<file path="src/rtl/lift_pkg.sv">
// Shared constants, flag layout and FSM encoding for the 5/3 lifting sequencer.
package lift_pkg;

    localparam int DW = 8;
    localparam int RW = 9;

    localparam int FLAG_EN   = 2;
    localparam int FLAG_FWD  = 1;
    localparam int FLAG_PRED = 0;

    typedef enum logic [2:0] {
        IDLE  = 3'd0,
        LOAD  = 3'd1,
        ISSUE = 3'd2,
        WAIT  = 3'd3,
        DONE  = 3'd4
    } state_t;

    function automatic logic [2:0] make_flags(input logic pass, input logic fwd);
        logic [2:0] f;
        f            = '0;
        f[FLAG_EN]   = 1'b1;
        f[FLAG_FWD]  = fwd;
        f[FLAG_PRED] = ~pass;
        return f;
    endfunction

endpackage

</file>
<file path="src/rtl/lift_row_buf.sv">
// One-row sample store with a single write port and a mirrored (i-1, i, i+1) read triple.
module lift_row_buf
    import lift_pkg::*;
#(
    parameter int W  = 16,
    parameter int DW = lift_pkg::DW,
    parameter int AW = $clog2(W)
) (
    input  logic          clk_i,
    input  logic          wr_en_i,
    input  logic [AW-1:0] wr_addr_i,
    input  logic [DW-1:0] wr_data_i,
    input  logic [AW-1:0] idx_i,
    output logic [DW-1:0] left_o,
    output logic [DW-1:0] sam_o,
    output logic [DW-1:0] right_o
);

    logic [DW-1:0] mem_q [W];
    logic [AW-1:0] left_idx;
    logic [AW-1:0] right_idx;

    for (genvar gi = 0; gi < W; gi++) begin : g_mem
        always_ff @(posedge clk_i) begin
            if (wr_en_i && (wr_addr_i == AW'(gi))) begin
                mem_q[gi] <= wr_data_i;
            end
        end
    end

    // Symmetric extension: the edges reflect onto their inner neighbour.
    always_comb begin
        left_idx  = (idx_i == '0) ? AW'(1) : idx_i - AW'(1);
        right_idx = (idx_i == AW'(W - 1)) ? AW'(W - 2) : idx_i + AW'(1);
    end

    assign left_o  = mem_q[left_idx];
    assign sam_o   = mem_q[idx_i];
    assign right_o = mem_q[right_idx];

endmodule

</file>
<file path="src/rtl/lift_seq.sv">
// Row sequencer for lift_step: loads a row, then issues one mirrored triple per
// predict/update position and forwards each returned result with its index.
module lift_seq
    import lift_pkg::*;
#(
    parameter int W  = 16,
    parameter int DW = lift_pkg::DW,
    parameter int AW = $clog2(W)
) (
    input  logic                 clk_i,
    input  logic                 rst_i,
    input  logic                 start_i,
    input  logic                 pass_i,
    input  logic                 fwd_i,
    input  logic [DW-1:0]        din_i,
    input  logic                 din_valid_i,
    output logic                 din_ready_o,
    output logic [DW-1:0]        left_o,
    output logic [DW-1:0]        sam_o,
    output logic [DW-1:0]        right_o,
    output logic [2:0]           flags_o,
    output logic                 update_o,
    input  logic signed [RW-1:0] res_i,
    input  logic                 res_valid_i,
    output logic signed [RW-1:0] res_o,
    output logic [AW-1:0]        res_idx_o,
    output logic                 res_valid_o,
    output logic                 busy_o,
    output logic                 done_o
);

    state_t               state_q, state_d;
    logic                 pass_q, pass_d;
    logic                 fwd_q, fwd_d;
    logic [AW-1:0]        cnt_q, cnt_d;
    logic [AW-1:0]        idx_q, idx_d;
    logic                 din_ready_q, din_ready_d;
    logic [DW-1:0]        left_q, left_d;
    logic [DW-1:0]        sam_q, sam_d;
    logic [DW-1:0]        right_q, right_d;
    logic [2:0]           flags_q, flags_d;
    logic                 update_q, update_d;
    logic signed [RW-1:0] res_q, res_d;
    logic [AW-1:0]        res_idx_q, res_idx_d;
    logic                 res_valid_q, res_valid_d;
    logic                 busy_q, busy_d;
    logic                 done_q, done_d;

    logic                 wr_en;
    logic [AW-1:0]        last_idx;
    logic [DW-1:0]        buf_left, buf_sam, buf_right;

    assign wr_en    = (state_q == LOAD) && din_valid_i && din_ready_q;
    assign last_idx = pass_q ? AW'(W - 2) : AW'(W - 1);

    // Reads use idx_d so the triple lands in the same cycle as update_o. On the
    // final load edge entry W-1 is still being written, but the first position
    // (0 or 1) never reaches it because W >= 4.
    lift_row_buf #(
        .W  (W),
        .DW (DW),
        .AW (AW)
    ) u_row_buf (
        .clk_i     (clk_i),
        .wr_en_i   (wr_en),
        .wr_addr_i (cnt_q),
        .wr_data_i (din_i),
        .idx_i     (idx_d),
        .left_o    (buf_left),
        .sam_o     (buf_sam),
        .right_o   (buf_right)
    );

    always_comb begin
        state_d     = state_q;
        pass_d      = pass_q;
        fwd_d       = fwd_q;
        cnt_d       = cnt_q;
        idx_d       = idx_q;
        left_d      = left_q;
        sam_d       = sam_q;
        right_d     = right_q;
        flags_d     = flags_q;
        update_d    = 1'b0;
        res_d       = res_q;
        res_idx_d   = res_idx_q;
        res_valid_d = 1'b0;

        case (state_q)
            IDLE: begin
                if (start_i) begin
                    pass_d  = pass_i;
                    fwd_d   = fwd_i;
                    cnt_d   = '0;
                    state_d = LOAD;
                end
            end
            LOAD: begin
                if (wr_en) begin
                    cnt_d = cnt_q + AW'(1);
                    if (cnt_q == AW'(W - 1)) begin
                        idx_d   = pass_q ? AW'(0) : AW'(1);
                        state_d = ISSUE;
                    end
                end
            end
            ISSUE: state_d = WAIT;
            WAIT: begin
                if (res_valid_i && !update_q) begin
                    res_d       = res_i;
                    res_idx_d   = idx_q;
                    res_valid_d = 1'b1;
                    if (idx_q == last_idx) begin
                        state_d = DONE;
                    end else begin
                        idx_d   = idx_q + AW'(2);
                        state_d = ISSUE;
                    end
                end
            end
            DONE:    state_d = IDLE;
            default: state_d = IDLE;
        endcase

        if (state_d == ISSUE) begin
            update_d = 1'b1;
            left_d   = buf_left;
            sam_d    = buf_sam;
            right_d  = buf_right;
            flags_d  = make_flags(pass_q, fwd_q);
        end

        din_ready_d = (state_d == LOAD);
        busy_d      = (state_d != IDLE);
        done_d      = (state_d == DONE);
    end

    always_ff @(posedge clk_i or posedge rst_i) begin
        if (rst_i) begin
            state_q     <= IDLE;
            pass_q      <= 1'b0;
            fwd_q       <= 1'b0;
            cnt_q       <= '0;
            idx_q       <= '0;
            din_ready_q <= 1'b0;
            left_q      <= '0;
            sam_q       <= '0;
            right_q     <= '0;
            flags_q     <= '0;
            update_q    <= 1'b0;
            res_q       <= '0;
            res_idx_q   <= '0;
            res_valid_q <= 1'b0;
            busy_q      <= 1'b0;
            done_q      <= 1'b0;
        end else begin
            state_q     <= state_d;
            pass_q      <= pass_d;
            fwd_q       <= fwd_d;
            cnt_q       <= cnt_d;
            idx_q       <= idx_d;
            din_ready_q <= din_ready_d;
            left_q      <= left_d;
            sam_q       <= sam_d;
            right_q     <= right_d;
            flags_q     <= flags_d;
            update_q    <= update_d;
            res_q       <= res_d;
            res_idx_q   <= res_idx_d;
            res_valid_q <= res_valid_d;
            busy_q      <= busy_d;
            done_q      <= done_d;
        end
    end

    assign din_ready_o = din_ready_q;
    assign left_o      = left_q;
    assign sam_o       = sam_q;
    assign right_o     = right_q;
    assign flags_o     = flags_q;
    assign update_o    = update_q;
    assign res_o       = res_q;
    assign res_idx_o   = res_idx_q;
    assign res_valid_o = res_valid_q;
    assign busy_o      = busy_q;
    assign done_o      = done_q;

endmodule

</file>
<file path="config.mk">
export PLATFORM = sky130hd
export DESIGN_NAME = lift_seq
export DESIGN_NICKNAME = d
export VERILOG_FILES = /design/src/rtl/lift_pkg.sv /design/src/rtl/lift_row_buf.sv /design/src/rtl/lift_seq.sv
export SDC_FILE = /design/constraint.sdc
export NUM_CORES = 1
export LEC_CHECK = 0
export CORE_UTILIZATION = 43
export DETAILED_ROUTE_END_ITERATION = 7
export PLACE_DENSITY = 0.61
export SLEW_MARGIN = 10
export SYNTH_ARGS = -nofsm -noshare
export SYNTH_HDL_FRONTEND = slang
export SYNTH_SLANG_ARGS = --single-unit
</file>
<file path="constraint.sdc">
create_clock -name clk_i -period 12.7 [get_ports clk_i]
set_input_delay 1.905 -clock clk_i [delete_from_list [all_inputs] [get_ports clk_i]]
set_output_delay 1.905 -clock clk_i [all_outputs]
set_load 0.05 [all_outputs]
</file>
==> Word level (Yosys, flattened, before mapping) <==
Memory sizes are Yosys's and may differ from the RTL's. A register that Yosys moved wholly into a read port is not among the register bits.
Cells that the tools add are included.
{ "totals": {"mem_count": 1, "register_bits": 34, "word_cells": 185, "out_inout_bits": 45, "ram_bits": 128, "input_bits": 24} }
{ "classes": {"eq_ne": 25, "n_bitwise": 1, "add_sub_neg": 4, "reduce_logical": 43, "muxes": 98} }
{ "memory_table": {"columns": ["memory", "words", "word_bits", "read_ports", "rd_clocked_by_memory_dff", "write_ports", "line", "text"], "rows": [
  ["u_row_buf.mem_q", 16, 8, 3, 3, 1, "lift_row_buf.sv:19", "logic [DW-1:0] mem_q [W];"]
]} }
{ "ops": {"columns": ["op", "n"], "rows": [
  ["$mux W8", 15],
  ["$reduce_or A8 Y1", 15],
  ["$mux W4", 23],
  ["$mux W1", 52],
  ["$eq A4 B4 Y1 const B", 9],
  ["$logic_and A1 B1 Y1", 19],
  ["$eq A4 B3 Y1 const B", 4],
  ["$pmux W4 S2", 2],
  ["$mux W3", 5],
  ["$pmux W3 S4", 1],
  ["$eq A3 B2 Y1 const B", 3],
  ["$add A4 B1 Y4 const B", 2],
  ["$eq A4 B2 Y1 const B", 2],
  ["$logic_not A4 Y1", 2],
  ["$eq A3 B1 Y1 const B", 2],
  ["$add A4 B2 Y4 const B", 1],
  ["$eq A4 B1 Y1 const B", 1],
  ["$eq A4 B4 Y1", 1],
  ["$reduce_and A2 Y1", 2],
  ["$sub A4 B1 Y4 const B", 1],
  ["$eq A3 B3 Y1 const B", 1],
  ["$logic_not A3 Y1", 1],
  ["$reduce_and A3 Y1", 1],
  ["$reduce_bool A3 Y1", 1],
  ["other kinds (5)", 5]
]} }

==> Depth between registers and ports, before layout <==
{ "logic_depth": {"ltp_word": 22, "depth_mapped": 18, "mapped_depth_nobuf": 14} }

==> Cells and area by module <==
A second synthesis with hierarchy kept.
{ "unflattened": {"hier_cells": 792, "hier_area_um2": 10218.6} }
{ "modules_own_cells": {"columns": ["module", "cells_each", "area_each_um2", "seq_area_each_um2", "instances"], "rows": [
  ["lift_row_buf", 625, 7751.2, 3843.7, 1],
  ["lift_seq", 167, 2467.4, 1451.4, 1]
]} }

==> Least setup slack after synthesis <==
OpenSTA, ideal clock, no wires.
{ "synth_path": {"kind": "input-to-reg", "start": "input din_valid_i", "end": "register left_q[2], in the netlist left_o[2] (read register of u_row_buf.mem_q)", "path_buffers": 5, "arrival_ps": 5172, "required_ps": 12613, "setup_time_ps": 87, "stages": 15, "path_slack_ps": 7442, "cell_sequence": "nand4b_1 -> or2_4 -> a21oi_4 -> clkbuf_1 -> buf_1 -> buf_1 -> ha_1 -> nor3_1 -> mux2_2 -> a311oi_1 -> buf_2 -> buf_4 -> mux2i_1 -> mux2i_1 -> o211ai_1"} }
{ "synth_between": {"elab_chain_cells": 6, "word_cells_on_any_way": 10, "classes_between": "add/sub (1); eq/ne (1); mux (5); reduce/logical (3)"} }
{ "synth_lines": {"columns": ["item", "line", "text"], "rows": [
  ["start: declaration", "lift_seq.sv:16", "input logic din_valid_i,"],
  ["$logic_and A1 B1 Y1 (*) (2 in series)", "lift_seq.sv:53", "assign wr_en = (state_q == LOAD) && din_valid_i && din_ready_q;"],
  ["$mux W4", "lift_seq.sv:99", "if (wr_en) begin"],
  ["$pmux W4 S2", "lift_seq.sv:89", "case (state_q)"],
  ["$sub A4 B1 Y4 or $logic_not A4 Y1 (tied branches)", "lift_row_buf.sv:33", "left_idx = (idx_i == '0) ? AW'(1) : idx_i - AW'(1);"],
  ["$mux W4", "lift_row_buf.sv:33", null],
  ["end: declaration", "lift_seq.sv:38", "logic [DW-1:0] left_q, left_d;"]
]} }
Every way passes the cells marked *; elsewhere a longest branch is shown, timed or not.
A chain may end at the register's enable or synchronous reset.

==> Worst setup path in the final report <==
{ "layout_path": {"start": "input din_valid_i", "end": "register left_q[1], in the netlist left_o[1] (read register of u_row_buf.mem_q)"} }
The elaborated chain is that of the path after synthesis.

==> run summary <==
initial core utilization - 0.443
GR met1 Demand/Resource - 0.378
cts hold-fix bufs - 0
Worst-path clk slew - 0.07 ns
Sum Neg Setup Slack - 0 ns
clk root buf - clkbuf_16
Initial DRC Count - 950
CP endpoint kind - flop
nets - 1063
Leak Pwr - 4.74 nW
Final min period - 6.84 ns
area grow syn2layout - 13.9%
final WL - 33.8 mm
Finished Core Util - 0.504
Clock Path Buffers - 2
Max Clock Freq - 146 MHz
H-tree Lvls - 4
Ys Warns - 0
status - finished, final reports clean
Num Clock Sinks - 186
DPL Wire Length - 22.0 mm
fraction of synthesized cell area taken by the top area cell type - 0.365
Critical R2R Launch - cnt_q[0]
RSZ-0062 raised after global routing - false
Rel. slew slack - 0.199
post-CTS sizing - 0
Mapped Cells - 1004
die extent in x - 158 um
crit path from - din_valid_i
top cells by area, synth - edfxtp_1 37%, dfrtp_1 14%, mux2i_1 8.9%
fillcell total - 2130
Routed Antenna Nets - 0
first-pass GRT wire length - 50.4 mm
M2 GR Usage - 0.440
pin count of the biggest net entering global routing - 60
sequential share of the synthesized area - 0.504
hold_sp - res_o[4]
# port buffers - 68
Post-synth ARST share - 0.312
drt pass-1 iters - 5
Cell variety after synth - 77
Mean Syn Cell Area - 10.5 sq um
met3 GRT Util - 0.0392
Worst-Margin Slew - 1.20 ns
Post-Syn Area - 10500 sq um
DRC violations left - 0
via count - 8567
Slew Limit Fails - 0
CP Launch Type - input pin
Crit path required time - 13.08 ns
worst skew pair latency - 0.44 ns
CTS buffer count - 17
FP Rows - 56
IR drop worst, VDD - 0.159 mV
Crit Path Category - in -> reg
endpoints failing hold - 0
Die Ht - 158 um
vias in the first global route - 7990
Setup Viol. Count Final - 0
grt ovf - 0
Max Cap Viol - 0
Syn Nets - 1036
CTS tree - done
GRT busiest layer - met2
Max Clock Skew - 0.00917 ns
Critical Path Fanout Max - 40
initial antenna violation count - 0
CP arrival - 7.22 ns
post-CTS setup buffers - 0
Antenna Cells - 0
GRT Resource Usage Total - 0.279
area of the die - 25100 sq um
area leader, netlist - edfxtp_1
Top Ports - 69
Core Region - 23800 sq um
Hold Path Class - reg -> reg
layout cells sized above 1 - 0.0872
GP Congestion - 0.914
WL/cell - 24.8 um
top_reg_cell synth - edfxtp_1
Post-synth EDFFs - 128
Cell Pwr Density - 272 nW/um^2
fin crit share - 0.538
synthesized flop and latch total - 186
drt via density - 6.29
==> cell usage in the layout, fill, tap and decap left out, types with 16 or more instances in the layout <==
cell	instances
a211oi_1	18
a21oi_1	21
a311oi_1	36
and2_1	17
and3_1	34
clkbuf_16	18
clkdlybuf4s50_1	68
dfrtp_1	58
edfxtp_1	128
mux2i_1	94
nand2_1	247
nand3_1	42
nor2_1	25
nor3_1	16
o211ai_1	16
==> path summary, 6_finish.rpt <==
path | end | slack (ns) | cells past startpoint
max | left_o[1] | 5.86 | 15
min | res_o[4] | 0.48 | 2
min reg2reg | res_o[4] | 0.48 | 2
max reg2reg | left_o[1] | 7.00 | 15
max in group asynchronous | left_o[6] | 10.11 | 3
min in group asynchronous | sam_o[2] | 2.04 | 3
==> routing by layer <==
layer / part of all wire / wire [um]
met5: 0 / 0
met1: 0.42 / 14200
met4: 0.041 / 1380
met3: 0.082 / 2780
met2: 0.46 / 15500
==> metrics by stage <==
step / area (sq um) / hold WS (ns) / setup slack, ns / total power, W / cells
6_report: 12000 / 0.477 / 5.86 / 0.00326 / 1363
5_1_grt: 12000 / 0.506 / 5.57 / 0.00341 / 1363
4_1_cts: 12000 / 0.481 / 5.98 / 0.00323 / 1363
3_5_place_dp: 11400 / 0.464 / 5.52 / 0.00267 / 1331
3_3_place_gp: 11400 / 0.450 / 5.63 / 0.00265 / 1331
2_1_floorplan: 10500 / 0.439 / 7.44 / 0.00215 / 1004
==> cell usage after synthesis (all sizes together) (3+ instances only) <==
cell type  count
nand2        250
edfxtp       128
mux2i         94
dfrtp         58
buf           43
nand3         43
a311oi        37
and3          35
clkbuf        30
nor2          26
a21oi         23
a211oi        19
and2          17
inv           17
o21ai         17
nor3          16
o211ai        16
mux2          15
o31ai         12
a211o          9
a21o           8
ha             8
a32oi          7
mux4           7
a31oi          5
nand2b         5
a2111oi        4
and4           4
nand4          4
o311ai         4
a221oi         3
a22oi          3
a41oi          3
nand4b         3
o311a          3
xor2           3
==> registers in the layout, indices dropped and copies added (netlist names), 3 cells and up <==
register,count
cnt_q,4
state_q,3
right_o,8
u_row_buf.mem_q,128
res_idx_o,4
res_o,9
idx_q,4
sam_o,8
left_o,8
flags_o,3
==> cells by family after synthesis <==
group / after synthesis / synth area share
muxes: 116 / 0.121
and+or+nand+nor: 415 / 0.182
adders and majority gates: 8 / 0.00952
AOI/OAI and AO/OA: 184 / 0.139
xor gates and xnor gates: 4 / 0.00333
DFF: 186 / 0.504
buffers and inverters: 91 / 0.0416
==> report_power, final <==
part           total (W)  internal, W  switching, W
Clock           0.000569     0.000318      0.000251
Combinational    0.00185     0.000635       0.00121
Sequential      0.000838     0.000752     0.0000864
==> critical path: stages <==
cell and delay [ns]:
clkdlybuf4s50_1 0.49, nand4b_1 0.17, or2_4 0.31, clkinv_1 0.32, a211oi_4 0.04, buf_4 0.30
inv_2 0.69, ha_1 0.67, nor2_1 0.18, a31oi_4 0.65, buf_4 0.49, nor3_1 0.07
or4_1 0.52, a31oi_1 0.15, o32a_1 0.17
==> cell type report <==
cell class                 instances  area, sq um  area share
sequential                       186         5300       0.442
multi-input combinational        727         4810       0.401
timing repair buffer              81          778      0.0649
clock buffer                      20          478      0.0399
tap                              319          399      0.0333
clock inverter                    12          151      0.0126
inverter                          18         75.1     0.00627
Note: power is estimated with default switching activity, not from simulation.
